$ cat src/rtl/div_pkg.sv
// Shared definitions for the iterative restoring divider: operand widths,
// FSM state encoding and the divide-by-zero quotient pattern.
package div_pkg;

    localparam int DIV_SIZE  = 8;
    localparam int DIV_QW    = 2 * DIV_SIZE;
    localparam int DIV_CNT_W = $clog2(DIV_QW) + 1;

    // Counter value seen during the final iteration cycle
    localparam logic [DIV_CNT_W-1:0] DIV_LAST_ITER = DIV_CNT_W'(DIV_QW - 1);
    localparam logic [DIV_CNT_W-1:0] DIV_CNT_ONE   = DIV_CNT_W'(1);
    localparam logic [DIV_QW-1:0]    DIV_ZERO_QUOT = {DIV_QW{1'b1}};

    typedef enum logic [1:0] {
        IDLE = 2'd0,
        BUSY = 2'd1,
        DONE = 2'd2
    } div_state_t;

endpackage

$ cat src/rtl/div_step.sv
// One restoring-division iteration: shift {r,q} left, try subtracting d,
// keep the difference and set the quotient bit when it does not go negative.
module div_step
    import div_pkg::*;
(
    input  logic [DIV_SIZE:0]   i_r,
    input  logic [DIV_QW-1:0]   i_q,
    input  logic [DIV_SIZE-1:0] i_d,
    output logic [DIV_SIZE:0]   o_r,
    output logic [DIV_QW-1:0]   o_q
);

    logic [DIV_SIZE:0] w_r_sh;
    logic [DIV_SIZE:0] w_diff;
    logic              w_ge;

    assign w_r_sh = {i_r[DIV_SIZE-1:0], i_q[DIV_QW-1]};
    assign w_diff = w_r_sh - {1'b0, i_d};
    // A set top bit of r means the shifted value overflowed r and certainly exceeds d
    assign w_ge   = i_r[DIV_SIZE] | (w_r_sh >= {1'b0, i_d});

    // Select restored or subtracted partial remainder and the new quotient bit
    always_comb begin
        o_r = w_r_sh;
        o_q = {i_q[DIV_QW-2:0], 1'b0};
        if (w_ge) begin
            o_r = w_diff;
            o_q = {i_q[DIV_QW-2:0], 1'b1};
        end else begin
            o_r = w_r_sh;
            o_q = {i_q[DIV_QW-2:0], 1'b0};
        end
    end

endmodule

$ cat src/rtl/div_iter_16bit.sv
// Iterative 16-by-8 unsigned restoring divider: one quotient bit per clock,
// results presented for a single cycle with div_en_out, divide-by-zero flagged.
module div_iter_16bit
    import div_pkg::*;
(
    input  logic                clk,
    input  logic                rst_n,
    input  logic                div_en_in,
    input  logic [DIV_QW-1:0]   dividend,
    input  logic [DIV_SIZE-1:0] divisor,
    output logic                busy,
    output logic                div_en_out,
    output logic [DIV_QW-1:0]   quotient,
    output logic [DIV_SIZE-1:0] remainder,
    output logic                div_by_zero
);

    div_state_t             r_state;
    div_state_t             w_state_nxt;
    logic [DIV_QW-1:0]      r_q;
    logic [DIV_SIZE:0]      r_r;
    logic [DIV_SIZE-1:0]    r_d;
    logic [DIV_CNT_W-1:0]   r_cnt;
    logic                   r_zero;
    logic [DIV_QW-1:0]      w_q_step;
    logic [DIV_SIZE:0]      w_r_step;
    logic                   w_accept;
    logic                   w_busy_nxt;
    logic                   w_en_nxt;
    logic [DIV_QW-1:0]      w_quot_nxt;
    logic [DIV_SIZE-1:0]    w_rem_nxt;
    logic                   w_dbz_nxt;
    logic                   r_busy;
    logic                   r_en_out;
    logic [DIV_QW-1:0]      r_quot;
    logic [DIV_SIZE-1:0]    r_rem;
    logic                   r_dbz;

    assign w_accept = (r_state == IDLE) && div_en_in;

    div_step u_step (
        .i_r (r_r),
        .i_q (r_q),
        .i_d (r_d),
        .o_r (w_r_step),
        .o_q (w_q_step)
    );

    // FSM state register
    always_ff @(posedge clk or negedge rst_n) begin
        if (!rst_n) begin
            r_state <= IDLE;
        end else begin
            r_state <= w_state_nxt;
        end
    end

    // FSM next-state logic
    always_comb begin
        w_state_nxt = r_state;
        case (r_state)
            IDLE: begin
                if (w_accept) begin
                    w_state_nxt = (divisor != {DIV_SIZE{1'b0}}) ? BUSY : DONE;
                end else begin
                    w_state_nxt = IDLE;
                end
            end
            BUSY: begin
                if (r_cnt == DIV_LAST_ITER) begin
                    w_state_nxt = DONE;
                end else begin
                    w_state_nxt = BUSY;
                end
            end
            DONE:    w_state_nxt = IDLE;
            default: w_state_nxt = IDLE;
        endcase
    end

    // FSM output decode; results are registered, so they appear the cycle after DONE
    always_comb begin
        w_busy_nxt = (w_state_nxt == BUSY);
        w_en_nxt   = 1'b0;
        w_quot_nxt = {DIV_QW{1'b0}};
        w_rem_nxt  = {DIV_SIZE{1'b0}};
        w_dbz_nxt  = 1'b0;
        if (r_state == DONE) begin
            w_en_nxt   = 1'b1;
            w_quot_nxt = r_zero ? DIV_ZERO_QUOT : r_q;
            w_rem_nxt  = r_zero ? r_q[DIV_SIZE-1:0] : r_r[DIV_SIZE-1:0];
            w_dbz_nxt  = r_zero;
        end else begin
            w_en_nxt   = 1'b0;
        end
    end

    // Operand latch and iteration datapath
    always_ff @(posedge clk or negedge rst_n) begin
        if (!rst_n) begin
            r_q    <= {DIV_QW{1'b0}};
            r_r    <= {(DIV_SIZE+1){1'b0}};
            r_d    <= {DIV_SIZE{1'b0}};
            r_cnt  <= {DIV_CNT_W{1'b0}};
            r_zero <= 1'b0;
        end else begin
            case (r_state)
                IDLE: begin
                    if (w_accept) begin
                        r_q    <= dividend;
                        r_d    <= divisor;
                        r_r    <= {(DIV_SIZE+1){1'b0}};
                        r_cnt  <= {DIV_CNT_W{1'b0}};
                        r_zero <= (divisor == {DIV_SIZE{1'b0}});
                    end
                end
                BUSY: begin
                    r_q   <= w_q_step;
                    r_r   <= w_r_step;
                    r_cnt <= r_cnt + DIV_CNT_ONE;
                end
                default: begin
                    r_q <= r_q;
                end
            endcase
        end
    end

    // Registered outputs
    always_ff @(posedge clk or negedge rst_n) begin
        if (!rst_n) begin
            r_busy   <= 1'b0;
            r_en_out <= 1'b0;
            r_quot   <= {DIV_QW{1'b0}};
            r_rem    <= {DIV_SIZE{1'b0}};
            r_dbz    <= 1'b0;
        end else begin
            r_busy   <= w_busy_nxt;
            r_en_out <= w_en_nxt;
            r_quot   <= w_quot_nxt;
            r_rem    <= w_rem_nxt;
            r_dbz    <= w_dbz_nxt;
        end
    end

    assign busy        = r_busy;
    assign div_en_out  = r_en_out;
    assign quotient    = r_quot;
    assign remainder   = r_rem;
    assign div_by_zero = r_dbz;

endmodule

$ cat config.mk
export PLATFORM = sky130hd
export DESIGN_NAME = div_iter_16bit
export DESIGN_NICKNAME = d
export VERILOG_FILES = /design/src/rtl/div_pkg.sv /design/src/rtl/div_step.sv /design/src/rtl/div_iter_16bit.sv
export SDC_FILE = /design/constraint.sdc
export NUM_CORES = 1
export LEC_CHECK = 0
export ABC_AREA = 1
export BUFFER_PORTS_ARGS = -buffer_cell sky130_fd_sc_hd__buf_2
export CAP_MARGIN = 20
export CORE_MARGIN = 2
export CORE_UTILIZATION = 55
export DETAILED_ROUTE_END_ITERATION = 10
export PLACE_DENSITY = 0.78
export SYNTH_ARGS = -nofsm -noshare
export SYNTH_HDL_FRONTEND = slang
export SYNTH_SLANG_ARGS = --single-unit
$ cat constraint.sdc
create_clock -name clk -period 2.23 [get_ports clk]
set_input_delay 0.446 -clock clk [delete_from_list [all_inputs] [get_ports clk]]
set_output_delay 0.446 -clock clk [all_outputs]
set_load 0.1 [all_outputs]
==> results.cfg, run 1 <==
[floorplan]
fp.dieArea_um2 = 6490
coreArea_um2 = 5570
die_h_um = 80.5
rows = 27
die_w_um = 80.5
ioPinCount = 54
initial_core_util_pct = 57.8

[timing]
fin_tns_setup_ps = 0
drv_slew = 0
period_needed_ps = 1760
fin_skew_ps = 7.93
maxClockFrequency_mhz = 569
max_slew.worst_pin.slew_ps = 639
setup_violations = 0
rsz0062_at_grt = false
min_period_over_period_pct = 78.8
relSlewSlack_pct = 57.4
finalHoldViolCount = 0

[synthesis]
synth.most_common_cell = nand2_1
syn_inst = 363
synthSimpleGateAreaFrac_pct = 20.2
netlist_area_um2 = 3220
synth_fa_ha_area_share_pct = 4.50
synth_edf_count = 0
synth_top_family_by_area = simple AND/OR/NAND/NOR gates
ys.flop_type = dfrtp_1
synth_top_area_share_pct = 52.8
synth-compound-area-share_pct = 12.6
yosysSeqAreaShare_pct = 52.8
synth_area_leader_cell = dfrtp_1
ys_warn_count = 0
ys_top_cells_by_count = 81 x nand2_1, 68 x dfrtp_1, 49 x inv_1
synthArstFlopShare_pct = 100
ys_seq_elements = 68
synth_area_leaders = dfrtp_1 53%, nand2_1 9.4%, inv_1 5.7%
avgSynthCellArea_um2 = 8.88
synthMuxAreaShare_pct = 0.311
synth_cell_type_count = 34
synth_nets = 401
synth-xor-area-share_pct = 0.816

[grt]
antenna_found_initial = 0
gr-total-overflow = 0
grtUsageTotal_pct = 23.7
grt_max_degree = 69
grt_pass1_wl_um = 11600
grt_pass1_vias = 2459

[worst_setup_path]
crit_arrival_ps = 1990
crit_path_frequent_cell = nand2_1
worst_r2r_path_depth = 11
r2r_start = r_q[15]$_DFFE_PN0P_
rrSetupSlack_ps = 470
path_buf_inv = 2
worstPathRequired_ps = 2460
worstPathMaxFanout = 4
r2r_end = r_r[6]$_DFFE_PN0P_
startpoint_type = register
cpMaxStageDelayCell = fa_1
end_kind = register
slowest_delay_ps = 410
crit_type = register to register
path_cells = inv_1 -> ha_1 -> fa_1 -> inv_1 -> nand3_1 -> nand3_1 -> nand2_1 -> nand2_1 -> nand2_1 -> nand3_1 -> nand2_1
critPathTopFamily = adder cells

[placed_design]
port_buffers = 53
placed_cells = 478
gp_congestion = 0.864
place_hpwl_um = 4720

[power]
p_total_uw = 5660
pwr-share-clk_pct = 17.3
power_frac_seq_pct = 33.6
peakVddDrop_v = 0.00101
internal_power_uw = 3150
leakagePower_uw = 0.00202
p_switching_uw = 2510
combinationalPowerShare_pct = 49.1
cellPowerDensity_nw_per_um2 = 1520
swShare_pct = 44.4

[finish]
final_layout_size_suffix_gt1_share_pct = 21.9
n_antenna_cell = 0
finalNonFillerCells = 493
synthToLayoutAreaGrowth_pct = 15.5
fin_nets = 455

[clock_tree]
clk_pin_slew_worst_paths_ps = 70
ctsResizeCount = 0
cts_tree = yes
clk_latency_ps = 340
htree_levels = 3
cts_buffers = 9
clock-root-buffer = clkbuf_8
clock_path_buffers = 2
post_cts_buffers = 0
cts.sinks = 68
hold_buffers = 0

[detailed_routing]
routed_wl_um = 6830
via_per_inst = 5.22
drt_iter0_markers = 313
drcViolationCount = 0
num_vias = 2575
wl_per_cell_um = 13.8
firstDrtPassIters = 6
antenna_left = 0

[status]
status = finished clean

[flow_run]
maxCapViolations = 0

[min_path]
hold_class = input port to asynchronous set/reset pin
through the flow:
stage,worst slack [ps],instance area (µm²),utilization (%),hold WS [ps]
after floorplan,679,3220,-,150
after global placement,481,3530,63.3,461
after detailed placement,493,3530,63.3,476
after CTS,466,3720,66.8,122
after global routing,296,3720,66.8,132
final,473,3720,66.8,105
worst reg2reg max path: stages (launching register included):
cell and delay (ps):
dfrtp_1 320, inv_1 100, ha_1 240, fa_1 410, inv_1 90, nand3_1 100
nand3_1 80, nand2_1 50, nand2_1 70, nand2_1 70, nand3_1 70, nand2_1 50
layer usage:
layer  GRT usage [%]  part of all wire, %  up-vias
li1                -                    -     1277
met1            33.7                   46     1184
met2            35.0                   46       98
met3            4.94                  6.0       16
met4            10.7                  2.0        0
met5               0                    0        -
kinds of logic (layout without fill, tap and decap cells):
group / after synthesis / in the layout
compound gates: 70 / 70
xor+xnor: 3 / 3
fa+ha+maj: 11 / 11
buf+inv: 68 / 126
flops: 68 / 68
mux: 1 / 1
simple gates: 142 / 142
final cells by class:
type | instances | area [µm²]
Sequential cell | 68 | 1700
Clock buffer | 9 | 124
Fill cell | 459 | 1850
Timing Repair Buffer | 55 | 293
Multi-Input combinational cell | 227 | 1240
Clock inverter | 6 | 66.3
Inverter | 56 | 210
Tap cell | 72 | 90.1
power by group through the flow:
stage	Clock, µW	Sequential, µW	Combinational [µW]
4_1_cts	991	1890	2780
2_1_floorplan	0	1940	2170
3_5_place_dp	0	1920	2750
5_1_grt	1040	1940	3170
6_report	979	1900	2780
3_3_place_gp	0	1900	2680
cell usage in the layout (no fill, tap or decap), drive strengths merged, types with 9 or more instances in the layout:
cell | netlist | final
ha | 10 | 10
a22oi | 10 | 10
o21ai | 30 | 30
buf | 9 | 55
dfrtp | 68 | 68
nand3 | 25 | 25
nor2 | 20 | 20
a21oi | 23 | 23
nand2 | 88 | 88
inv | 56 | 56
clkbuf | 3 | 9
flip-flops by register name, summed over array words and instances, names as in the netlist:
signal	count
r_cnt	5
r_d	8
div_by_zero	1
busy	1
r_r	9
r_zero	1
r_state	2
quotient	16
remainder	8
r_q	16
div_en_out	1
worst max-delay path by stage:
stage,startpoint,end,slack (ps),depth (start not counted)
2_1_floorplan,r_q[15]$_DFFE_PN0P_,r_r[8]$_DFFE_PN0P_,680,11
3_3_place_gp,r_q[15]$_DFFE_PN0P_,r_r[4]$_DFFE_PN0P_,480,10
3_5_place_dp,r_q[15]$_DFFE_PN0P_,r_r[6]$_DFFE_PN0P_,490,11
4_1_cts,r_q[15]$_DFFE_PN0P_,r_r[6]$_DFFE_PN0P_,470,11
5_1_grt,r_q[15]$_DFFE_PN0P_,r_r[6]$_DFFE_PN0P_,300,11
6_report,r_q[15]$_DFFE_PN0P_,r_r[6]$_DFFE_PN0P_,470,11
No activity file was read; power rests on OpenSTA's default activity.
==> run 2, diff against run 1 <==
==> constraint.sdc (replaced) <==
create_clock -name clk -period 1.7 [get_ports clk]
set_input_delay 0.34 -clock clk [delete_from_list [all_inputs] [get_ports clk]]
set_output_delay 0.34 -clock clk [all_outputs]
set_load 0.1 [all_outputs]
==> results.cfg, run 2 (synthesis results as in run 1) <==
[status]
status = finished clean

[finish]
synthToLayoutAreaGrowth_pct = 24.3
final_cell_mix = 77 x nand2_1, 68 x dfrtp_1, 53 x buf_2
final_layout_size_suffix_gt1_share_pct = 29.6
design_area_um2 = 4010
n_antenna_cell = 0
fin_nets = 473
final_common_cell = nand2_1

[detailed_routing]
firstDrtPassIters = 6
num_vias = 2812
drt_iter0_markers = 299
antenna_left = 0
wl_per_cell_um = 15.2
drcViolationCount = 0
routed_wl_um = 7750
via_per_inst = 5.50

[timing]
period_needed_ps = 1650
finalHoldViolCount = 0
setup_violations = 0
fin_skew_ps = 4.85
rsz0062_at_grt = true
drv_slew = 0
maxClockFrequency_mhz = 605
min_period_over_period_pct = 97.2
fin_ws_ps = 48.3
max_slew.worst_pin.slew_ps = 492
relSlewSlack_pct = 67.5

[power]
p_total_uw = 8630
peakVddDrop_v = 0.00128
leakagePower_uw = 0.00213
cellPowerDensity_nw_per_um2 = 2150

[worst_setup_path]
worstPathMaxFanout = 8
crit_type = register to register
worstPathRequired_ps = 1980
startpoint_type = register
crit_arrival_ps = 1930
end_kind = register

[floorplan]
ioPinCount = 54
initial_core_util_pct = 57.8
fp.dieArea_um2 = 6490
rows = 27
die_w_um = 80.5
coreArea_um2 = 5570
die_h_um = 80.5

[placed_design]
placed_area_um2 = 3610
place_hpwl_um = 5140
dp_slack_ps = -12.0
gp_congestion = 0.929
port_buffers = 53

[flow_run]
maxCapViolations = 0

[clock_tree]
clock_path_buffers = 2
cts.sinks = 68
clk_pin_slew_worst_paths_ps = 70
clock-root-buffer = clkbuf_8
cts_buffers = 9
htree_levels = 3
cts_tree = yes
clk_latency_ps = 340

[grt]
grt_pass1_wl_um = 12200
grt_max_degree = 51
gr-total-overflow = 0
grtUsageTotal_pct = 25.2
antenna_found_initial = 0
grt_pass1_vias = 2651

[min_path]
hold_class = input port to register
## run 2: cell count changes in the layout (fill, tap and decap cells not counted), sizes merged
| cell | delta |
|---|---|
| dlygate4sd3 | +1 |
| clkinvlp | -2 |
| nand2 | +1 |
| clkbuf | +1 |
| bufinv | +1 |
| buf | +16 |
## run 2: report_power, final
part | switching [µW] | total [µW] | leakage, µW | internal, µW
sequential | 403 | 2540 | 0.000868 | 2130
combinational | 2800 | 4690 | 0.00116 | 1880
clock | 593 | 1410 | 0.000102 | 813
total | 3800 | 8630 | 0.00213 | 4830
## run 2: final timing paths
kind / cells past startpoint / from / slack [ps] / end
setup / recovery: 10 / r_r[5]$_DFFE_PN0P_ / 50 / r_r[4]$_DFFE_PN0P_
hold / removal: 3 / dividend[8] / 240 / r_q[8]$_DFFE_PN0P_
setup reg to reg: 10 / r_r[5]$_DFFE_PN0P_ / 50 / r_r[4]$_DFFE_PN0P_
hold reg to reg: 1 / r_cnt[3]$_DFFE_PN0P_ / 480 / r_cnt[3]$_DFFE_PN0P_
max in group asynchronous: 3 / rst_n / 950 / remainder[4]$_DFF_PN0_
min in group asynchronous: 3 / rst_n / 510 / quotient[12]$_DFF_PN0_
## run 2: layout make-up
cell class,count,area (µm²)
clock buffer,10,128
clock inverter,5,77.6
fill,423,1570
inverter,56,213
multi-input combinational,228,1370
sequential,68,1700
tap,72,90.1
timing repair buffer,72,423
## run 2: metal layers
layer | share of wire (%) | up-vias | track usage, %
met4 | 2.8 | 0 | 11.2
met5 | 0 | - | 0
met3 | 6.4 | 23 | 5.84
met2 | 49 | 124 | 39.1
met1 | 42 | 1351 | 33.8
li1 | - | 1314 | -
## run 2: timing repair
item	4_1_cts	5_1_grt
endpoints found under the setup margin	5	10
pin swaps	0	11
gates resized for setup	3	23
buffers inserted	0	6
hold buffers	1	0
gates cloned	0	1
endpoints found under the hold margin	16	0
## run 2: critical path, stage by stage (launching register included)
cell and delay (ps):
dfrtp_1 430, ha_4 280, nand2_1 90, nand2_1 110
a21oi_4 150, nand2_4 80, nand2_4 100, nand2_4 90
nand2_1 80, nand3_2 70, nand2_1 100
## run 2: metrics by stage
stage	cells	utilization, %	hold WS [ps]	setup TNS, ps
6_report	511	71.9	240	0
2_1_floorplan	363	-	44.4	0
3_3_place_gp	488	64.7	353	0
5_1_grt	511	71.9	239	-139
3_5_place_dp	488	64.7	360	-12.0
4_1_cts	504	69.0	230	0
==> run 3, diff against run 2 <==
--- a/config.mk
+++ b/config.mk
@@ -9,9 +9,8 @@
 export BUFFER_PORTS_ARGS = -buffer_cell sky130_fd_sc_hd__buf_2
 export CAP_MARGIN = 20
 export CORE_MARGIN = 2
-export CORE_UTILIZATION = 55
+export CORE_UTILIZATION = 35
 export DETAILED_ROUTE_END_ITERATION = 10
-export PLACE_DENSITY = 0.78
 export SYNTH_ARGS = -nofsm -noshare
 export SYNTH_HDL_FRONTEND = slang
 export SYNTH_SLANG_ARGS = --single-unit
==> constraint.sdc (replaced) <==
create_clock -name clk -period 1.4 [get_ports clk]
set_input_delay 0.28 -clock clk [delete_from_list [all_inputs] [get_ports clk]]
set_output_delay 0.28 -clock clk [all_outputs]
set_load 0.1 [all_outputs]
==> results.cfg, run 3 (synthesis results as in run 1) <==
[clock_tree]
htree_levels = 3
clock-root-buffer = clkbuf_8
cts.sinks = 68
clk_latency_ps = 350
cts_tree = yes
clock_path_buffers = 2
cts_buffers = 9
clk_pin_slew_worst_paths_ps = 80

[grt]
grt_pass1_vias = 2766
grt_pass1_wl_um = 12900
grt_max_degree = 69
gr-total-overflow = 0
grtUsageTotal_pct = 16.3
antenna_found_initial = 0

[finish]
fin_nets = 495
fill_cells = 842
final_layout_size_suffix_gt1_share_pct = 36.6
final_cell_mix = 69 x nand2_1, 68 x dfrtp_1, 40 x inv_1, 40 x buf_4, 33 x buf_2
synthToLayoutAreaGrowth_pct = 36.0
n_antenna_cell = 0
final_common_cell = nand2_1

[timing]
max_slew.worst_pin.slew_ps = 488
fin_skew_ps = 8.96
maxClockFrequency_mhz = 625
drv_slew = 0
fin_tns_setup_ps = -1540
fin_ws_ps = -199
min_period_over_period_pct = 114
relSlewSlack_pct = 67.7
rsz0062_at_grt = true
period_needed_ps = 1600
finalHoldViolCount = 0
setup_violations = 10

[worst_setup_path]
r2r_end = r_r[4]$_DFFE_PN0P_
cp.depth = 9
end_kind = register
worstPathRequired_ps = 1640
crit_arrival_ps = 1840
worst_r2r_path_depth = 9
worstPathMaxFanout = 2
r2r_start = r_d[0]$_DFFE_PN0P_
critPathTopFamily = adder cells
crit_path_start = r_d[0]$_DFFE_PN0P_
cpMaxStageDelayCell = dfrtp_1
crit_type = register to register
path_cells = ha_2 -> fa_2 -> inv_2 -> nand2_2 -> nand2_4 -> xnor2_2 -> nand2_1 -> nand3_1 -> nand2_1
slowest_delay_ps = 400
startpoint_type = register
crit_path_frequent_cell = nand2_1
critPathCapture = r_r[4]$_DFFE_PN0P_
path_buf_inv = 1
rrSetupSlack_ps = -200

[floorplan]
coreArea_um2 = 9060
die_w_um = 99.9
ioPinCount = 54
initial_core_util_pct = 35.5
rows = 35
die_h_um = 99.9
fp.dieArea_um2 = 9990

[power]
cellPowerDensity_nw_per_um2 = 2580
peakVddDrop_v = 0.000962
leakagePower_uw = 0.00225
p_total_uw = 11300

[detailed_routing]
via_per_inst = 4.73
num_vias = 2712
antenna_left = 0
drcViolationCount = 0
routed_wl_um = 7630
firstDrtPassIters = 4
drt_iter0_markers = 96
wl_per_cell_um = 13.3

[min_path]
hold_class = input port to register

[placed_design]
port_buffers = 53
gp_congestion = 0.813
dp_slack_ps = -195
place_hpwl_um = 5390

[flow_run]
maxCapViolations = 0

[status]
violations = negative setup slack
status = finished, violations left
==> run 3: cell types whose count changed in the layout (fill, tap and decap cells not counted), sizes merged <==
cell,before,now
clkbuf,10,26
buf,71,76
clkinv,2,4
clkinvlp,1,0
inv,56,57
==> run 3: cell type report <==
type / count / area [µm²] / area share [%]
Sequential cell: 68 / 1700 / 38.8
Multi-Input combinational cell: 228 / 1450 / 33.1
Clock buffer: 9 / 124 / 2.83
Clock inverter: 7 / 100 / 2.28
Timing Repair Buffer: 94 / 654 / 14.9
Tap cell: 111 / 139 / 3.17
Inverter: 56 / 215 / 4.91
==> run 3: worst reg2reg max path, delay by kind of cell, from the launching register on <==
kind,cells,cell delay (ps)
fa+ha+maj,2,550
flops,1,400
xor+xnor,1,100
buf+inv,1,100
simple gates,5,340
==> run 3: repair_timing <==
| action | CTS | global route |
|---|---|---|
| cloned | 1 | 0 |
| pin swaps | 16 | 5 |
| endpoints found under the setup margin | 13 | 29 |
| resized for setup | 27 | 27 |
| hold buffers | 1 | 0 |
| endpoints found under the hold margin | 68 | 0 |
| setup buffers | 3 | 4 |
==> run 3: layer usage <==
metal	routed length [µm]	track usage, %	vias up
met1	3540	22.0	1274
met3	371	3.76	8
met2	3620	25.8	68
met4	109	5.90	0
li1	-	-	1362
met5	0	0	-
==> run 3: worst min path at each step <==
| stage | from | to | slack [ps] | depth (start not counted) |
|---|---|---|---|---|
| 2_1_floorplan | rst_n | busy$_DFF_PN0_ | -20 | 0 |
| 3_3_place_gp | rst_n | r_cnt[0]$_DFFE_PN0P_ | 330 | 2 |
| 3_5_place_dp | rst_n | r_cnt[0]$_DFFE_PN0P_ | 330 | 2 |
| 4_1_cts | dividend[11] | r_q[11]$_DFFE_PN0P_ | 160 | 3 |
| 5_1_grt | dividend[15] | r_q[15]$_DFFE_PN0P_ | 180 | 3 |
| 6_report | dividend[0] | r_q[0]$_DFFE_PN0P_ | 170 | 3 |
==> run 3: power breakdown <==
group          internal, µW  leakage (µW)  total [µW]  switching (µW)
combinational          2890       0.00127        6500            3610
clock                  1010      0.000114        1800             785
sequential             2590      0.000868        3010             421
==> run 3: stage by stage <==
stage	utilization [%]	area, µm²	std cells	hold slack [ps]
2_1_floorplan	-	3310	363	-15.6
3_3_place_gp	43.2	3910	548	327
3_5_place_dp	43.2	3910	548	330
4_1_cts	47.1	4270	569	157
5_1_grt	48.4	4380	573	179
6_report	48.4	4380	573	168
